==> src/rtl/muldiv_unit_pkg.sv <==
// Shared types for the iterative RV32M multiply/divide unit.
// Operation encodings match the funct3 field of the M extension.
package muldiv_unit_pkg;

    typedef enum logic [2:0] {
        MUL    = 3'd0,
        MULH   = 3'd1,
        MULHSU = 3'd2,
        MULHU  = 3'd3,
        DIV    = 3'd4,
        DIVU   = 3'd5,
        REM    = 3'd6,
        REMU   = 3'd7
    } md_op_e;

    typedef enum logic [2:0] {
        IDLE = 3'd0,
        PREP = 3'd1,
        CALC = 3'd2,
        FIX  = 3'd3,
        DONE = 3'd4
    } md_state_e;

    function automatic logic op_is_div(md_op_e o);
        return o[2];
    endfunction

    function automatic logic a_is_signed(md_op_e o);
        return o inside {MULH, MULHSU, DIV, REM};
    endfunction

    function automatic logic b_is_signed(md_op_e o);
        return o inside {MULH, DIV, REM};
    endfunction

endpackage

==> src/rtl/muldiv_datapath.sv <==
// Shared 2*XLEN accumulator: radix-2 shift-add multiply or restoring divide.
// Multiply leaves the product in acc; divide leaves {remainder, quotient}.
module muldiv_datapath #(
    parameter int XLEN = 32
) (
    input  logic              clk,
    input  logic              rst,
    input  logic              load,
    input  logic              step,
    input  logic              is_div,
    input  logic [XLEN-1:0]   mag_a,
    input  logic [XLEN-1:0]   mag_b,
    output logic [2*XLEN-1:0] acc
);

    logic [XLEN-1:0] opnd;
    logic [XLEN:0]   add_sum;
    logic [XLEN:0]   shifted_hi;
    logic [XLEN:0]   diff;

    always_comb begin
        add_sum    = {1'b0, acc[2*XLEN-1:XLEN]} + (acc[0] ? {1'b0, opnd} : '0);
        shifted_hi = acc[2*XLEN-1:XLEN-1];
        diff       = shifted_hi - {1'b0, opnd};
    end

    always_ff @(posedge clk) begin
        if (rst) begin
            acc  <= '0;
            opnd <= '0;
        end else if (load) begin
            // multiplier / dividend enter the low half and shift out as the result builds
            acc  <= {{XLEN{1'b0}}, (is_div ? mag_a : mag_b)};
            opnd <= is_div ? mag_b : mag_a;
        end else if (step) begin
            if (!is_div)
                acc <= {add_sum, acc[XLEN-1:1]};
            else if (!diff[XLEN])
                acc <= {diff[XLEN-1:0], acc[XLEN-2:0], 1'b1};
            else
                acc <= {shifted_hi[XLEN-1:0], acc[XLEN-2:0], 1'b0};
        end
    end

endmodule

==> src/rtl/muldiv_unit.sv <==
// Iterative RV32M multiply/divide unit: FSM, iteration counter, handshakes
// and divide special cases around a one-bit-per-cycle datapath.
//
// state | meaning
// IDLE  | waiting for a request, in_ready high
// PREP  | operands to magnitudes, special divide cases detected
// CALC  | XLEN shift-add / restoring-divide iterations
// FIX   | sign correction and result selection (or special-case result)
// DONE  | result presented until out_ready
module muldiv_unit
    import muldiv_unit_pkg::*;
#(
    parameter int XLEN = 32
) (
    input  logic            clk,
    input  logic            rst,
    input  logic            in_valid,
    output logic            in_ready,
    input  md_op_e          op,
    input  logic [XLEN-1:0] operand_a,
    input  logic [XLEN-1:0] operand_b,
    output logic            out_valid,
    input  logic            out_ready,
    output logic [XLEN-1:0] result,
    output logic            busy,
    input  logic            flush
);

    localparam int CW = $clog2(XLEN);
    localparam logic [CW-1:0] LAST = CW'(XLEN - 1);

    md_state_e         state;
    md_op_e            op_q;
    logic [XLEN-1:0]   a_q, b_q;
    logic              sa_q, sb_q;
    logic              spec_q;
    logic [CW-1:0]     cnt;

    logic [2*XLEN-1:0] acc;
    logic [XLEN-1:0]   mag_a, mag_b;
    logic              div_zero, div_ovf, special;
    logic [XLEN-1:0]   spec_val;
    logic [2*XLEN-1:0] prod_fix;
    logic [XLEN-1:0]   quot_fix, rem_fix, fix_val;

    always_comb begin
        mag_a    = sa_q ? -a_q : a_q;
        mag_b    = sb_q ? -b_q : b_q;
        div_zero = (b_q == '0);
        div_ovf  = (op_q == DIV || op_q == REM) &&
                   (a_q == {1'b1, {(XLEN-1){1'b0}}}) && (&b_q);
        special  = op_is_div(op_q) && (div_zero || div_ovf);
        if (div_zero)
            spec_val = (op_q == DIV || op_q == DIVU) ? '1 : a_q;
        else
            spec_val = (op_q == DIV) ? a_q : '0;
    end

    always_comb begin
        prod_fix = (sa_q ^ sb_q) ? -acc : acc;
        quot_fix = (sa_q ^ sb_q) ? -acc[XLEN-1:0] : acc[XLEN-1:0];
        rem_fix  = sa_q ? -acc[2*XLEN-1:XLEN] : acc[2*XLEN-1:XLEN];
        case (op_q)
            MUL:                 fix_val = prod_fix[XLEN-1:0];
            MULH, MULHSU, MULHU: fix_val = prod_fix[2*XLEN-1:XLEN];
            DIV, DIVU:           fix_val = quot_fix;
            default:             fix_val = rem_fix;
        endcase
    end

    muldiv_datapath #(.XLEN(XLEN)) u_datapath (
        .clk    (clk),
        .rst    (rst),
        .load   (state == PREP),
        .step   (state == CALC),
        .is_div (op_is_div(op_q)),
        .mag_a  (mag_a),
        .mag_b  (mag_b),
        .acc    (acc)
    );

    always_ff @(posedge clk) begin
        if (rst) begin
            state     <= IDLE;
            op_q      <= MUL;
            a_q       <= '0;
            b_q       <= '0;
            sa_q      <= 1'b0;
            sb_q      <= 1'b0;
            spec_q    <= 1'b0;
            cnt       <= '0;
            out_valid <= 1'b0;
            result    <= '0;
            busy      <= 1'b0;
            in_ready  <= 1'b1;
        end else if (flush && state != IDLE) begin
            state     <= IDLE;
            out_valid <= 1'b0;
            busy      <= 1'b0;
            in_ready  <= 1'b1;
        end else begin
            case (state)
                IDLE: begin
                    if (in_valid && !flush) begin
                        op_q     <= op;
                        a_q      <= operand_a;
                        b_q      <= operand_b;
                        sa_q     <= operand_a[XLEN-1] & a_is_signed(op);
                        sb_q     <= operand_b[XLEN-1] & b_is_signed(op);
                        state    <= PREP;
                        busy     <= 1'b1;
                        in_ready <= 1'b0;
                    end
                end
                PREP: begin
                    cnt    <= '0;
                    spec_q <= special;
                    // special results still pass through FIX so both paths share the result register
                    state  <= special ? FIX : CALC;
                end
                CALC: begin
                    cnt <= cnt + CW'(1);
                    if (cnt == LAST)
                        state <= FIX;
                end
                FIX: begin
                    result    <= spec_q ? spec_val : fix_val;
                    out_valid <= 1'b1;
                    state     <= DONE;
                end
                DONE: begin
                    if (out_ready) begin
                        out_valid <= 1'b0;
                        busy      <= 1'b0;
                        in_ready  <= 1'b1;
                        state     <= IDLE;
                    end
                end
                default: state <= IDLE;
            endcase
        end
    end

endmodule

==> config.mk <==
export PLATFORM = sky130hd
export DESIGN_NAME = muldiv_unit
export DESIGN_NICKNAME = d
export VERILOG_FILES = /design/src/rtl/muldiv_unit_pkg.sv /design/src/rtl/muldiv_datapath.sv /design/src/rtl/muldiv_unit.sv
export SDC_FILE = /design/constraint.sdc
export NUM_CORES = 1
export LEC_CHECK = 0
export BUFFER_PORTS_ARGS = -buffer_cell sky130_fd_sc_hd__buf_2
export CELL_PAD_IN_SITES_DETAIL_PLACEMENT = 0
export CELL_PAD_IN_SITES_GLOBAL_PLACEMENT = 1
export CORE_MARGIN = 8
export CORE_UTILIZATION = 45
export CTS_CLUSTER_DIAMETER = 60
export DETAILED_ROUTE_END_ITERATION = 6
export PLACE_DENSITY = 0.87
export RECOVER_POWER = 100
export REMOVE_ABC_BUFFERS = 1
export SKIP_LAST_GASP = 1
export SLEW_MARGIN = 20
export SYNTH_ARGS = -nofsm -noshare
export SYNTH_HDL_FRONTEND = slang
export SYNTH_SLANG_ARGS = --single-unit
==> constraint.sdc <==
create_clock -name clk -period 4 [get_ports clk]
set_clock_uncertainty 0.2 [all_clocks]
set_input_delay 0.4 -clock clk [delete_from_list [all_inputs] [get_ports clk]]
set_output_delay 0.4 -clock clk [all_outputs]
set_load 0.02 [all_outputs]
Word level (Yosys, flattened, before mapping)
Index checks and enable logic that the tools add are counted.
{"block": "word_totals", "register_bits": 209, "inputBits": 72, "out_inout_bits": 35, "wordCells": 106}
{"block": "op_classes", "add_sub_neg": 8, "n_eq_ne": 19, "mux": 30, "bitwise": 4, "n_reduce_logical": 30}
{"cell": "2-to-1 mux 32 bit", "n": 13}
{"cell": "2-to-1 mux 64 bit", "n": 3}
{"cell": "negation 32 bit", "n": 4}
{"cell": "one-hot mux 32 bit (3 select lines)", "n": 1}
{"cell": "negation 64 bit", "n": 1}
{"cell": "adder 32 x 32 -> 33 bit", "n": 1}
{"cell": "subtractor 33 x 32 -> 33 bit", "n": 1}
{"cell": "== test 32 bit, second input constant", "n": 1}
{"cell": "zero test 32 bit", "n": 1}
{"cell": "AND reduction 32 bit", "n": 1}
{"cell": "== test 3 bit, second input constant", "n": 6}
{"cell": "== test 3 x 2 -> 1 bit, second input constant", "n": 5}
{"cell": "one-hot mux 3 bit (5 select lines)", "n": 1}
{"cell": "one-hot mux 5 bit (2 select lines)", "n": 1}
{"cell": "== test 3 x 1 -> 1 bit, second input constant", "n": 3}
{"cell": "2-to-1 mux 3 bit", "n": 3}
{"cell": "AND reduction 3 bit", "n": 3}
{"cell": "AND reduction 2 bit", "n": 4}
{"cell": "zero test 3 bit", "n": 2}
{"cell": "inequality test 2 bit, second input constant", "n": 3}
{"cell": "one-hot mux 1 bit (2 select lines)", "n": 3}
{"cell": "nonzero test 2 bit", "n": 3}
{"cell": "nonzero test 3 bit", "n": 2}
{"cell": "OR reduction 2 bit", "n": 3}
{"cell": "other kinds (11)", "n": 22}

Depth between registers and ports, before layout
{"block": "depth", "depth_word": 8, "ltp_mapped": 15, "depth_no_buf": 13}

Cells and area by module
From an unflattened synthesis, not the netlist that was laid out.
{"block": "hier_totals", "cells_unflattened": 2323, "area_unflattened_um2": 17375.4}
{"module": "muldiv_unit", "n_inst": 1, "cells_per_inst": 1238, "area_per_inst_um2": 8709.6, "seq_area_each_um2": 2262.2}
{"module": "muldiv_datapath", "n_inst": 1, "cells_per_inst": 1085, "area_per_inst_um2": 8665.8, "seq_area_each_um2": 1921.8}

Least setup slack after synthesis
No wires, ideal clock.
{"block": "synth_path", "path_kind": "flip-flop to flip-flop", "from": "register u_datapath.acc[0]", "to": "register u_datapath.acc[62]", "setup_ns": 0.095, "arrival_time_ns": 3.334, "required_time_ns": 3.705, "setup_slack_ns": 0.371, "path_stages_with_launch": 15, "n_path_buf": 1, "synth_period_minus_slack_ns": 3.629, "cell_sequence": "dfxtp_1 > inv_1 > clkbuf_1 > nor2_1 > ha_1 > a21o_1 > o21bai_1 > o221a_2 > o31ai_1 > o311ai_0 > a21o_1 > a21o_1 > a31oi_1 > xor2_1 > a221oi_1"}
{"block": "synth_between", "elab_chain_len": 3}
{"item": "from (decl)", "line": "muldiv_datapath.sv:13", "source": "output logic [2*XLEN-1:0] acc"}
{"item": "from (signal assigned)", "line": "muldiv_datapath.sv:33", "source": "acc <= {{XLEN{1'b0}}, (is_div ? mag_a : mag_b)};"}
{"item": "from (signal assigned)", "line": "muldiv_datapath.sv:37", "source": "acc <= {add_sum, acc[XLEN-1:1]};"}
{"item": "from (signal assigned)", "line": "muldiv_datapath.sv:39", "source": "acc <= {diff[XLEN-1:0], acc[XLEN-2:0], 1'b1};"}
{"item": "2-to-1 mux 32 bit", "line": "muldiv_datapath.sv:22", "source": "add_sum = {1'b0, acc[2*XLEN-1:XLEN]} + (acc[0] ? {1'b0, opnd} : '0);"}
{"item": "adder 32 x 32 -> 33 bit", "line": "muldiv_datapath.sv:22"}
{"item": "2-to-1 mux 64 bit", "line": "muldiv_datapath.sv:36", "source": "if (!is_div)"}
Every way passes these cells.
A chain may end at the register's enable or synchronous reset.

Worst setup path after layout
{"block": "layout_path", "from": "register u_datapath.acc[31]", "to": "register u_datapath.acc[62]"}
{"block": "layout_between", "elab_chain_len": 3}
{"item": "subtractor 33 x 32 -> 33 bit", "line": "muldiv_datapath.sv:24", "source": "diff = shifted_hi - {1'b0, opnd};"}
{"item": "2-to-1 mux 64 bit", "line": "muldiv_datapath.sv:38", "source": "else if (!diff[XLEN])"}
{"item": "2-to-1 mux 64 bit", "line": "muldiv_datapath.sv:36"}
Every way passes these cells.

==> results.toml <==
[outcome]
status = "complete, but fails checks"
violations = "max-capacitance violations, max-slew violations"

[timing]
relSlewSlack = -0.3072
fmax_ghz = 0.2604
rsz0062_at_grt = "yes"
finalCritPeriodShare = 0.9599
period_needed_ps = 3840
finalSetupViolations = 0
hold_viol = 0
drv_slew = 39
tightest_slew_ps = 1961

[worst_setup_path]
cp_max_fo = 9
crit_arrival_ps = 4100
cp-end-kind = "flop"
cp-start-kind = "flop"
setup.worst_path.class = "reg2reg"
required_ps = 4260

[clock_network]
cts_buffer_depth = 3
clock_latency_ps = 570
cts_tree = "done"
postCtsSetupRepairBufs = 0
clockRootBuffer = "clkbuf_16"
h-tree-depth = 1
cts_made_buffers = 27
clock-sinks = 209
clkSlewWorstSetupHoldPaths_ps = 60

[die]
start_util = 0.4562
fp.coreArea_mm2 = 0.03767
die_x_um = 211.4
rows = 71
die_area_mm2 = 0.04469
ios = 107
die_h_um = 211.4

[layout]
final_common_cell = "nand2_1"
area_growth_pct = 16.03
drive_gt1_frac = 0.1076
layout_common_cells = "331 x nand2_1, 297 x a21oi_1, 225 x nor2_1"
nFillCells = 3772
nNetsFinal = 2656
multi_input_area_mm2 = 0.01208
diodes = 0
regArea_mm2 = 0.004189
layout.cells.non_filler = 3038

[placed_design]
gp_congestion = 1.013
dpl.hpwl_mm = 48.34
portBuffers = 106
dp.cells = 2924

[drt]
wl_per_cell_um = 21.30
drt-total-wl_mm = 64.72
num_vias = 18564
drt-initial-drc-count = 1905
ant_nets = 0
drt_drc_violations_left = 0
vias_per_cell = 6.111
first_pass_iters = 5

[pwr]
fin_total_pwr_uw = 7026
vdd_drop_max_mv = 0.3648
leakage_uw = 0.007997
power.density_mw_per_mm2 = 352.4

[yosys]
synthMuxAreaShare = 0.04049
yosys.area_share.simple = 0.2192
synthXorXnorAreaFrac = 0.09321
ys.flop_type = "dfxtp_1"
post_synth_num_cell_types = 90
synth_top_family_by_area = "compound AO/OA/AOI/OAI gates"
async_flop_share = 0
syn-mean-instance-area_um2 = 7.207
synth_compound_area_frac = 0.2940
synthCells = 2384
synth_fa_ha_area_frac = 0.05403
yosysWarnings = 0
synth-seq-cells = 209
synth_edf_count = 0
synthesis.area_mm2 = 0.01718
ys_seq_area_frac = 0.2435

[grt]
grt_start_max_net_pins = 72
grt_pass1_wl_mm = 100.5
grt_usage = 0.2812
antenna_found_initial = 0
grt_pass1_vias = 17561
grt_overflow = 0

[worst_hold_path]
hold_path_class = "in2reg"

[flow_run]
max_cap_viol_count = 1
## worst max-delay path, cell delays in order (launching register included)
cell and delay [ps]:
dfxtp_1 390, inv_1 130, ha_1 240, fa_1 410
nand2b_1 190, a21o_1 220, a21o_1 200, nor3_1 240
o31ai_1 110, nand3b_1 250, xnor2_2 190, buf_4 200
clkbuf_4 210, clkbuf_2 160, mux2i_1 80, a221oi_1 310
## registers in the layout, indices dropped and copies added, names as in the netlist
signal	flops
a_q	32
spec_q	1
b_q	32
cnt	5
result	32
op_q	3
state	3
in_ready	1
sa_q	1
busy	1
out_valid	1
sb_q	1
u_datapath.acc	64
u_datapath.opnd	32
## path summary, 6_finish.rpt
check                            from             endpoint  slack (ps)  cells past startpoint
hold / removal                    rst            result[1]         100                      2
setup reg to reg   u_datapath.acc[31]   u_datapath.acc[62]         160                     15
hold reg to reg   u_datapath.opnd[28]  u_datapath.opnd[28]         250                      2
setup / recovery   u_datapath.acc[31]   u_datapath.acc[62]         160                     15
## cell type report
class,instances,area share
tap,511,0.03207
inverter,55,0.01036
sequential,209,0.2101
clock inverter,11,0.005209
clock buffer,34,0.03722
multi-input combinational,1937,0.6057
timing repair buffer,281,0.09929
## stage by stage
step                      setup slack [ps]    util  TNS, ps  cell area, µm²  hold slack [ps]
final                                160.4  0.5293        0           19940            98.42
after global routing                -48.11  0.5293   -91.85           19940            114.1
after CTS                            127.6  0.5318        0           20030            78.16
after detailed placement             187.6  0.4910        0           18500            241.3
after global placement               232.8  0.4910        0           18500            233.4
after floorplan                      -2773       -  -277200           16430            225.8
## where the power goes
part | switching, µW | internal, µW
Sequential | 136 | 2160
Combinational | 1410 | 941
Clock | 999 | 1370
Total | 2550 | 4480
## kinds of logic (layout without fill, tap and decap cells)
group | Yosys count | count (layout)
AOI/OAI and AO/OA | 803 | 803
xor gates and xnor gates | 182 | 182
buffers and inverters | 238 | 381
and+or+nand+nor | 813 | 813
adders and majority gates | 73 | 73
muxes | 66 | 66
DFF | 209 | 209
## Yosys cell counts (22+ instances only)
cell	instances	area share
dfxtp_1	209	0.24
nand3_1	29	0.0084
o31ai_1	24	0.010
nor3_1	49	0.014
clkbuf_1	146	0.032
nand2_1	331	0.072
a21o_1	51	0.022
nor2_1	226	0.049
o211ai_1	44	0.019
a211oi_1	60	0.026
ha_1	71	0.052
xnor2_1	96	0.049
a21oi_1	297	0.087
xor2_1	85	0.043
or3_1	22	0.0080
inv_1	55	0.012
mux2i_1	56	0.033
o21ai_0	148	0.043
## per-layer routing
metal | up-vias | track usage | part of all wire
met2 | 739 | 0.4552 | 0.45
li1 | 8861 | - | -
met5 | - | 0 | 0
met3 | 143 | 0.05028 | 0.082
met1 | 8821 | 0.3646 | 0.43
met4 | 0 | 0.1196 | 0.044
## timing repair
action                     4_1_cts  5_1_grt
gates resized for setup          0        4
hold buffers                    69        0
setup endpoints to repair        0        6
hold endpoints to repair        72        0
(Power assumes the default switching activity.)
